### src/rtl/npu_i2c_pkg.sv
// Shared types and constants for the single-byte I2C master engine.
// The START/STOP line patterns are indexed by the quarter number (bit 0 = q0).
package npu_i2c_pkg;

  typedef enum logic [2:0] {
    ST_IDLE,
    ST_START,
    ST_ADDR,
    ST_ACK_A,
    ST_DATA,
    ST_ACK_D,
    ST_STOP
  } state_t;

  localparam logic I2C_READ  = 1'b1;
  localparam logic I2C_WRITE = 1'b0;

  localparam int QCNT_W = 16;
  localparam int BIT_W  = 3;

  localparam logic [3:0] START_SDA = 4'b0001;
  localparam logic [3:0] START_SCL = 4'b0111;
  localparam logic [3:0] STOP_SDA  = 4'b1000;
  localparam logic [3:0] STOP_SCL  = 4'b1110;

endpackage

### src/rtl/npu_i2c_tick.sv
// Quarter-period divider: pulses tick on the last cycle of each quarter and
// tracks the 2-bit quarter index within the current bit cell.
module npu_i2c_tick
  import npu_i2c_pkg::*;
#(
  parameter int QUARTER = 8
) (
  input  logic       clock,
  input  logic       reset,
  input  logic       clear,
  input  logic       en,
  output logic       tick,
  output logic [1:0] qidx
);

  localparam logic [QCNT_W-1:0] CNT_LAST = QCNT_W'(QUARTER - 1);

  logic [QCNT_W-1:0] cnt_reg;
  logic [1:0]        qidx_reg;

  assign tick = en && (cnt_reg == CNT_LAST);
  assign qidx = qidx_reg;

  always_ff @(posedge clock or posedge reset) begin
    if (reset) begin
      cnt_reg  <= '0;
      qidx_reg <= 2'd0;
    end else if (clear) begin
      cnt_reg  <= '0;
      qidx_reg <= 2'd0;
    end else if (en) begin
      if (cnt_reg == CNT_LAST) begin
        cnt_reg  <= '0;
        qidx_reg <= qidx_reg + 2'd1;
      end else begin
        cnt_reg <= cnt_reg + 1'b1;
      end
    end
  end

endmodule

### src/rtl/npu_i2c_master.sv
// Single-byte I2C master: START, address+R/W, ACK, one data byte, ACK/NACK, STOP.
// Bus lines are registered from the current state, so the pins trail the FSM by one cycle.
module npu_i2c_master
  import npu_i2c_pkg::*;
#(
  parameter int QUARTER = 8
) (
  input  logic       clock,
  input  logic       reset,
  input  logic       cmd_valid,
  output logic       cmd_ready,
  input  logic       cmd_rw,
  input  logic [6:0] cmd_addr,
  input  logic [7:0] cmd_wdata,
  output logic       rsp_valid,
  output logic [7:0] rsp_rdata,
  output logic       rsp_nack,
  output logic       busy,
  input  logic       SDA_in,
  output logic       SDA,
  output logic       SCL
);

  if (QUARTER < 2 || QUARTER > (1 << QCNT_W)) begin : g_quarter_check
    $error("npu_i2c_master: QUARTER out of range");
  end

  state_t             state_reg, state_next;
  logic               accept, tick, bit_end, last_bit;
  logic               fin_next, scl_next, sda_next;
  logic [1:0]         qidx;
  logic [BIT_W-1:0]   bit_cnt_reg;
  logic [7:0]         shift_reg, wdata_reg;
  logic               rw_reg, nack_reg, fin_reg;
  logic               sda_meta_reg, sda_sync_reg;

  assign accept   = cmd_valid && cmd_ready;
  assign busy     = ~cmd_ready;
  assign bit_end  = tick && (qidx == 2'd3);
  assign last_bit = (bit_cnt_reg == BIT_W'(7));

  npu_i2c_tick #(.QUARTER(QUARTER)) u_tick (
    .clock (clock),
    .reset (reset),
    .clear (accept),
    .en    (state_reg != ST_IDLE),
    .tick  (tick),
    .qidx  (qidx)
  );

  always_ff @(posedge clock or posedge reset) begin
    if (reset) state_reg <= ST_IDLE;
    else       state_reg <= state_next;
  end

  always_comb begin
    state_next = state_reg;
    scl_next   = 1'b1;
    sda_next   = 1'b1;
    fin_next   = 1'b0;
    case (state_reg)
      ST_IDLE: if (accept) state_next = ST_START;
      ST_START: begin
        sda_next = START_SDA[qidx];
        scl_next = START_SCL[qidx];
        if (bit_end) state_next = ST_ADDR;
      end
      ST_ADDR: begin
        sda_next = shift_reg[7];
        scl_next = qidx[1];
        if (bit_end && last_bit) state_next = ST_ACK_A;
      end
      ST_ACK_A: begin
        scl_next = qidx[1];
        // An address NACK skips the data phase entirely.
        if (bit_end) state_next = sda_sync_reg ? ST_STOP : ST_DATA;
      end
      ST_DATA: begin
        sda_next = (rw_reg == I2C_READ) ? 1'b1 : shift_reg[7];
        scl_next = qidx[1];
        if (bit_end && last_bit) state_next = ST_ACK_D;
      end
      ST_ACK_D: begin
        scl_next = qidx[1];
        if (bit_end) state_next = ST_STOP;
      end
      ST_STOP: begin
        sda_next = STOP_SDA[qidx];
        scl_next = STOP_SCL[qidx];
        if (bit_end) begin
          state_next = ST_IDLE;
          fin_next   = 1'b1;
        end
      end
      default: state_next = ST_IDLE;
    endcase
  end

  always_ff @(posedge clock or posedge reset) begin
    if (reset) begin
      sda_meta_reg <= 1'b1;
      sda_sync_reg <= 1'b1;
      SCL          <= 1'b1;
      SDA          <= 1'b1;
      cmd_ready    <= 1'b1;
      rsp_valid    <= 1'b0;
      rsp_rdata    <= 8'h00;
      rsp_nack     <= 1'b0;
      fin_reg      <= 1'b0;
      rw_reg       <= I2C_WRITE;
      wdata_reg    <= 8'h00;
      shift_reg    <= 8'h00;
      bit_cnt_reg  <= '0;
      nack_reg     <= 1'b0;
    end else begin
      sda_meta_reg <= SDA_in;
      sda_sync_reg <= sda_meta_reg;
      SCL          <= scl_next;
      SDA          <= sda_next;
      fin_reg      <= fin_next;
      rsp_valid    <= fin_reg;
      if (accept) begin
        cmd_ready   <= 1'b0;
        rw_reg      <= cmd_rw;
        wdata_reg   <= cmd_wdata;
        shift_reg   <= {cmd_addr, cmd_rw};
        bit_cnt_reg <= '0;
        nack_reg    <= 1'b0;
      end else if (fin_reg) begin
        // Response cycle: engine becomes idle together with rsp_valid.
        cmd_ready <= 1'b1;
        rsp_nack  <= nack_reg;
        if (rw_reg == I2C_READ && !nack_reg) rsp_rdata <= shift_reg;
      end
      if (bit_end) begin
        case (state_reg)
          ST_ADDR: begin
            bit_cnt_reg <= bit_cnt_reg + BIT_W'(1);
            shift_reg   <= (last_bit && rw_reg == I2C_WRITE) ? wdata_reg
                                                             : {shift_reg[6:0], sda_sync_reg};
          end
          ST_DATA: begin
            bit_cnt_reg <= bit_cnt_reg + BIT_W'(1);
            shift_reg   <= {shift_reg[6:0], sda_sync_reg};
          end
          ST_ACK_A: if (sda_sync_reg) nack_reg <= 1'b1;
          ST_ACK_D: if (rw_reg == I2C_WRITE && sda_sync_reg) nack_reg <= 1'b1;
          default: ;
        endcase
      end
    end
  end

endmodule

### config.mk
export PLATFORM = sky130hd
export DESIGN_NAME = npu_i2c_master
export DESIGN_NICKNAME = d
export VERILOG_FILES = /design/src/rtl/npu_i2c_pkg.sv /design/src/rtl/npu_i2c_tick.sv /design/src/rtl/npu_i2c_master.sv
export SDC_FILE = /design/constraint.sdc
export NUM_CORES = 1
export LEC_CHECK = 0
export CORE_MARGIN = 2
export CORE_UTILIZATION = 55
export DETAILED_ROUTE_END_ITERATION = 10
export GPL_TIMING_DRIVEN = 1
export MAX_ROUTING_LAYER = met4
export PLACE_DENSITY_LB_ADDON = 0.25
export SYNTH_ARGS = -nofsm -noshare
export SYNTH_HDL_FRONTEND = slang
export SYNTH_SLANG_ARGS = --single-unit
### constraint.sdc
create_clock -name clock -period 4.7 [get_ports clock]
set_input_delay 0.94 -clock clock [delete_from_list [all_inputs] [get_ports clock]]
set_output_delay 0.94 -clock clock [all_outputs]
set_load 0.05 [all_outputs]
# Word-level counts from Yosys, hierarchy flattened
# Index checks and enable logic that the tools add are counted.
[op_classes]
reduce_logical = 19
n_eq_ne = 16
bitwise_logic = 3
n_mux = 42
n_div = 0
order_cmp = 1
n_addsub = 3
shifts = 0
multipliers = 0
[ops]
columns = ["op", "count"]
rows = [
  ["2-to-1 mux 16 bit", 3],
  ["2-to-1 mux 3 bit", 10],
  ["2-to-1 mux 8 bit", 3],
  ["one-hot mux 3 bit (7 select lines)", 1],
  ["adder 16 x 1 -> 16 bit (second input constant)", 1],
  ["equality test 16 x 3 -> 1 bit (second input constant)", 1],
  ["one-hot mux 8 bit (2 select lines)", 1],
  ["!= test 2 bit (second input constant)", 7],
  ["2-to-1 mux 1 bit", 13],
  ["equality test 3 bit (second input constant)", 4],
  ["binary-select mux 1 bit (select 2 bit)", 4],
  ["2-to-1 mux 2 bit", 4],
  ["logical AND 1 bit", 7],
  ["AND reduction 7 bit", 1],
  ["equality test 3 x 2 -> 1 bit (second input constant)", 2],
  ["nonzero test 2 bit", 3],
  ["one-hot mux 1 bit (4 select lines)", 1],
  ["AND reduction 2 bit", 2],
  ["OR reduction 4 bit", 1],
  ["adder 3 x 1 -> 3 bit (second input constant)", 1],
  ["equality test 3 x 1 -> 1 bit (second input constant)", 1],
  ["zero test 3 bit", 1],
  ["< comparator 2 x 3 -> 1 bit (second input constant)", 1],
  ["inverter 1 bit", 3],
  ["other kinds (8)", 8],
]
[word_totals]
output_inout_bits = 14
regBits = 58
in_bits = 20
latch_bits = 0
elab_cells = 101
mem_bits_ro = 0
mem_count = 0
ramBits = 0

# Logic depth before layout (Yosys ltp)
[depth]
word_depth = 6
mapped_depth = 7
ltp_nobuf = 6

# Modules after synthesis
# Synthesis repeated with hierarchy kept, for this count alone.
[unflattened]
cells_unflattened = 279
hier_area_um2 = 2816.5
[modules_own_cells]
columns = ["module", "cells_each", "area_each_um2", "n_inst", "seq_area_each_um2"]
rows = [
  ["npu_i2c_master", 177, 1831.8, 1, 1007.2],
  ["npu_i2c_tick", 102, 984.7, 1, 450.4],
]

# Least setup slack after synthesis
# Ideal clock, no wire load.
[synth_path]
kind = "in2reg"
from = "input cmd_valid"
to = "register shift_reg[7]"
setup_slack_ns = 2.634
arrival_time_ns = 1.931
stages = 5
t_required_ns = 4.564
cell_sequence = "and2_1 -> clkbuf_1 -> buf_1 -> mux2i_1 -> o32ai_2"
[synth_via]
elab_chain_cells = 4
[synth_rtl]
columns = ["element", "line_no", "source"]
rows = [
  ["from (decl)", "npu_i2c_master.sv:10", "input logic cmd_valid,"],
  ["logical AND 1 bit *", "npu_i2c_master.sv:37", "assign accept = cmd_valid && cmd_ready;"],
  ["2-to-1 mux 8 bit *", "npu_i2c_master.sv:122", "if (accept) begin"],
  ["one-hot mux 8 bit (2 select lines)", "npu_i2c_master.sv:136", "case (state_reg)"],
  ["2-to-1 mux 8 bit *", "npu_i2c_master.sv:135", "if (bit_end) begin"],
  ["to (signal assigned)", "npu_i2c_master.sv:126", "shift_reg <= {cmd_addr, cmd_rw};"],
  ["to (signal assigned)", "npu_i2c_master.sv:139", "shift_reg <= (last_bit && rw_reg == I2C_WRITE) ? wdata_reg"],
  ["to (signal assigned)", "npu_i2c_master.sv:144", "shift_reg <= {shift_reg[6:0], sda_sync_reg};"],
  ["to (decl)", "npu_i2c_master.sv:33", "logic [7:0] shift_reg, wdata_reg;"],
]
# Every way passes the cells marked *; elsewhere a longest branch is shown, timed or not.
# A chain may end at the register's enable or synchronous reset.

# Final worst setup path
[layout_path]
from = "register cmd_ready"
to = "output cmd_ready"
[layout_rtl]
columns = ["element", "line_no", "source"]
rows = [
  ["from (decl)", "npu_i2c_master.sv:11", "output logic cmd_ready,"],
  ["from (signal assigned)", "npu_i2c_master.sv:105", "cmd_ready <= 1'b1;"],
  ["from (signal assigned)", "npu_i2c_master.sv:123", "cmd_ready <= 1'b0;"],
  ["from (signal assigned)", "npu_i2c_master.sv:131", "cmd_ready <= 1'b1;"],
]
# No word-level cell between the ends.

==> metrics.log <==
INFO  metric cp_top_family = buffers and inverters
INFO  metric synth_area_leaders = sky130_fd_sc_hd__dfrtp_1, sky130_fd_sc_hd__mux2_2, sky130_fd_sc_hd__dfstp_2
INFO  metric post-cts-setup-buffer-count = 0
INFO  metric seq_cells_post_synth = 58
INFO  metric critical-path-max-stage-delay = between 800 and 900 ps
INFO  metric core = approximately 0.0051 sq mm
INFO  metric largest_register_ff_count = 16
INFO  metric power.density = 442.6 mW/mm^2
INFO  metric rsz0062_at_grt = no
INFO  metric diodes = 0
INFO  metric clock_insertion_delay_worst_skew = roughly 340 ps
INFO  metric tightestPinTransition = 1115 ps
INFO  metric clk_tree_root_cell = sky130_fd_sc_hd__clkbuf_8
INFO  metric cts-root-to-sink-buffers = 2
INFO  metric path_max_fanout = 7
INFO  metric synth.lib_cells_used.distinct = slightly above 50
INFO  metric final.setup.worst_slack = ~2000 ps
INFO  metric area_growth = 20.33%
INFO  metric initialDrtViolationCount = 202
INFO  metric postCtsHoldBufs = 0
INFO  metric grt_start_max_net_pins = 38
INFO  metric number_of_enable_type_register_cells_in_the_synthesized_netlist = 0
INFO  metric worst_path_cell_chain = clkdlybuf4s50_1
INFO  metric antenna_found_initial = 0
INFO  metric worst_setup_path_end_kind = output port
INFO  metric post_synth_inst_count = between 200 and 300
INFO  metric crit_buf_inv = 1
INFO  metric cts_inserted_buffers = 9
INFO  metric syn-cell-area = around 0.0029 sq mm
INFO  metric placement_rows = 26
INFO  metric grt_first_pass_wirelength = 10900 um
INFO  metric port_buffers = 33
INFO  metric initial_utilization = ~57%
INFO  metric post-route-period-util = 57.62%
INFO  metric holdCritPathClass = reg -> reg
INFO  metric synth-main-ff-cell = sky130_fd_sc_hd__dfrtp_1
INFO  metric final.hold.worst_slack = 355.4 ps
INFO  metric die-area = between 0.005 and 0.006 sq mm
INFO  metric synthesis.nets = about 290
INFO  metric drt_wl_total = 6154 um
INFO  metric net_count_of_the_finished_layout = ~320
INFO  metric critical_path.slowest_cell = sky130_fd_sc_hd__clkdlybuf4s50_1
INFO  metric drive_above_1_share = between 15 and 20%
INFO  metric outcome = finished, final reports clean
INFO  metric detailroute.via_count = roughly 2200
INFO  metric routabilityCongestion = 0.8350
INFO  metric yosys.area.top_type = sky130_fd_sc_hd__dfrtp_1
INFO  metric avg_wl_per_cell = 16.68 um
INFO  metric die-height = about 76 um
INFO  metric drtAntennaViolNets = 0
INFO  metric cts_tree = done
INFO  metric static-leakage-power = around 1.4 nW
INFO  metric hpwl_after_detailed_placement = roughly 4200 um
INFO  metric fin_crit = 2708 ps
INFO  metric setup.worst_path.class = reg -> out
INFO  metric grt_util_all_layers = 24.54%
INFO  metric critPathLaunchType = flop
INFO  metric setup_tns = 0 ps
INFO  metric max_cap_violations = 0
INFO  metric synth-async-reset-ratio = 100.0%
INFO  metric grt_overflow_total = 0
INFO  metric max-vdd-ir-drop = approximately 350 uV
INFO  metric detailedRoute.firstPassIterationCount = 4
INFO  metric finalSetupViolCount = 0
INFO  metric postSynthAreaPerCell = ~11 sq um
INFO  metric highest_clock_frequency_the_design_can_meet = 369.3 MHz
INFO  metric routed_via_density = between 5 and 6
INFO  metric critPathRequiredTime = roughly 3800 ps
INFO  metric synth.top_cell.area_share = 45.95%
INFO  metric yosysWarnings = 0
INFO  metric design.portCount = 34
INFO  metric final.setup_skew = between 5 and 6 ps
INFO  metric mostFrequentLayoutCell = sky130_fd_sc_hd__dfrtp_1
INFO  metric final_cell_mix = sky130_fd_sc_hd__dfrtp_1, sky130_fd_sc_hd__clkdlybuf4s50_1, sky130_fd_sc_hd__mux2_2, sky130_fd_sc_hd__nand2_1, sky130_fd_sc_hd__nor2_1
INFO  metric synth.yosys.seq_area_share = 50.50%
INFO  metric tritoncts_num_sinks = between 50 and 60
INFO  metric vias_in_the_first_global_route = 2238
INFO  metric cts_resized = 0
INFO  metric htreeDepth = 3
INFO  metric maxSlewViolCount = 0
INFO  metric path_clk_slew = 60 ps
INFO  metric slew_headroom = 25.65%
INFO  metric hold_violations = 0
INFO  metric critPathArrivalTime = around 1800 ps
INFO  metric die_width = approximately 76 um
INFO  metric drc = 0
INFO  metric pre_cts_slack = around 1700 ps
-- area by class of cell --
class	count	area (sq um)
fillers	407	1602
clock inverters	5	52.55
flip-flops and latches	58	1458
repair buffers	35	345.3
multi-input cells	179	1338
inverters	11	41.29
well taps	70	87.58
clock buffers	11	151.4
-- synth_stat cells, types with 5 or more instances --
| cell type | n |
|---|---|
| sky130_fd_sc_hd__a21oi_1 | 7 |
| sky130_fd_sc_hd__a32oi_1 | 9 |
| sky130_fd_sc_hd__dfrtp_1 | 53 |
| sky130_fd_sc_hd__dfstp_2 | 5 |
| sky130_fd_sc_hd__ha_1 | 7 |
| sky130_fd_sc_hd__inv_1 | 10 |
| sky130_fd_sc_hd__mux2_2 | 18 |
| sky130_fd_sc_hd__mux2i_1 | 13 |
| sky130_fd_sc_hd__nand2_1 | 17 |
| sky130_fd_sc_hd__nand3_1 | 8 |
| sky130_fd_sc_hd__nand4_1 | 6 |
| sky130_fd_sc_hd__nor2_1 | 14 |
| sky130_fd_sc_hd__nor3_1 | 5 |
| sky130_fd_sc_hd__o21ai_0 | 10 |
| sky130_fd_sc_hd__o22ai_1 | 9 |
| sky130_fd_sc_hd__or4_1 | 5 |
-- cells by family (layout without fill, tap and decap cells) --
logic type	after synthesis	in the layout	synth area share (%)
and+or+nand+nor	80	80	16.30
DFF	58	58	50.50
AOI/OAI and AO/OA	54	54	13.35
muxes	31	31	11.53
buffers and inverters	22	62	3.164
adders and majority gates	7	7	3.034
xor gates and xnor gates	7	7	2.124
-- layer usage --
layer | global-route usage [%] | wire, um | up-vias
met3 | 7.701 | 300 | 11
met5 | - | 0 | -
li1 | - | - | 1042
met2 | 36.81 | 2978 | 51
met4 | 9.273 | 111 | 0
met1 | 31.42 | 2764 | 1090
-- per-stage QoR --
stage | util (%) | instances | area [sq um] | total power [mW]
CTS | 68.44 | 369 | 3473 | 1.548
global placement | 64.42 | 353 | 3269 | 1.055
floorplan | - | 259 | 2887 | 0.9623
detailed placement | 64.42 | 353 | 3269 | 1.076
finish | 68.44 | 369 | 3473 | 1.537
global route | 68.44 | 369 | 3473 | 1.636
-- worst paths after layout --
check	start	to	slack (ps)	depth (start not counted)
max	cmd_ready	cmd_ready	1990	1
min	sda_meta_reg	sda_sync_reg	360	0
max reg2reg	u_tick.cnt_reg[0]	u_tick.cnt_reg[4]	2520	5
min reg2reg	sda_meta_reg	sda_sync_reg	360	0
max in group asynchronous	reset	cmd_ready	2910	3
min in group asynchronous	reset	rsp_rdata[2]	920	2
-- power breakdown --
group	internal (mW)	switching, mW	leakage, nW
Clock	0.270	0.198	0.105
Combinational	0.163	0.189	0.561
Sequential	0.607	0.110	0.735
(Power assumes the default switching activity.)
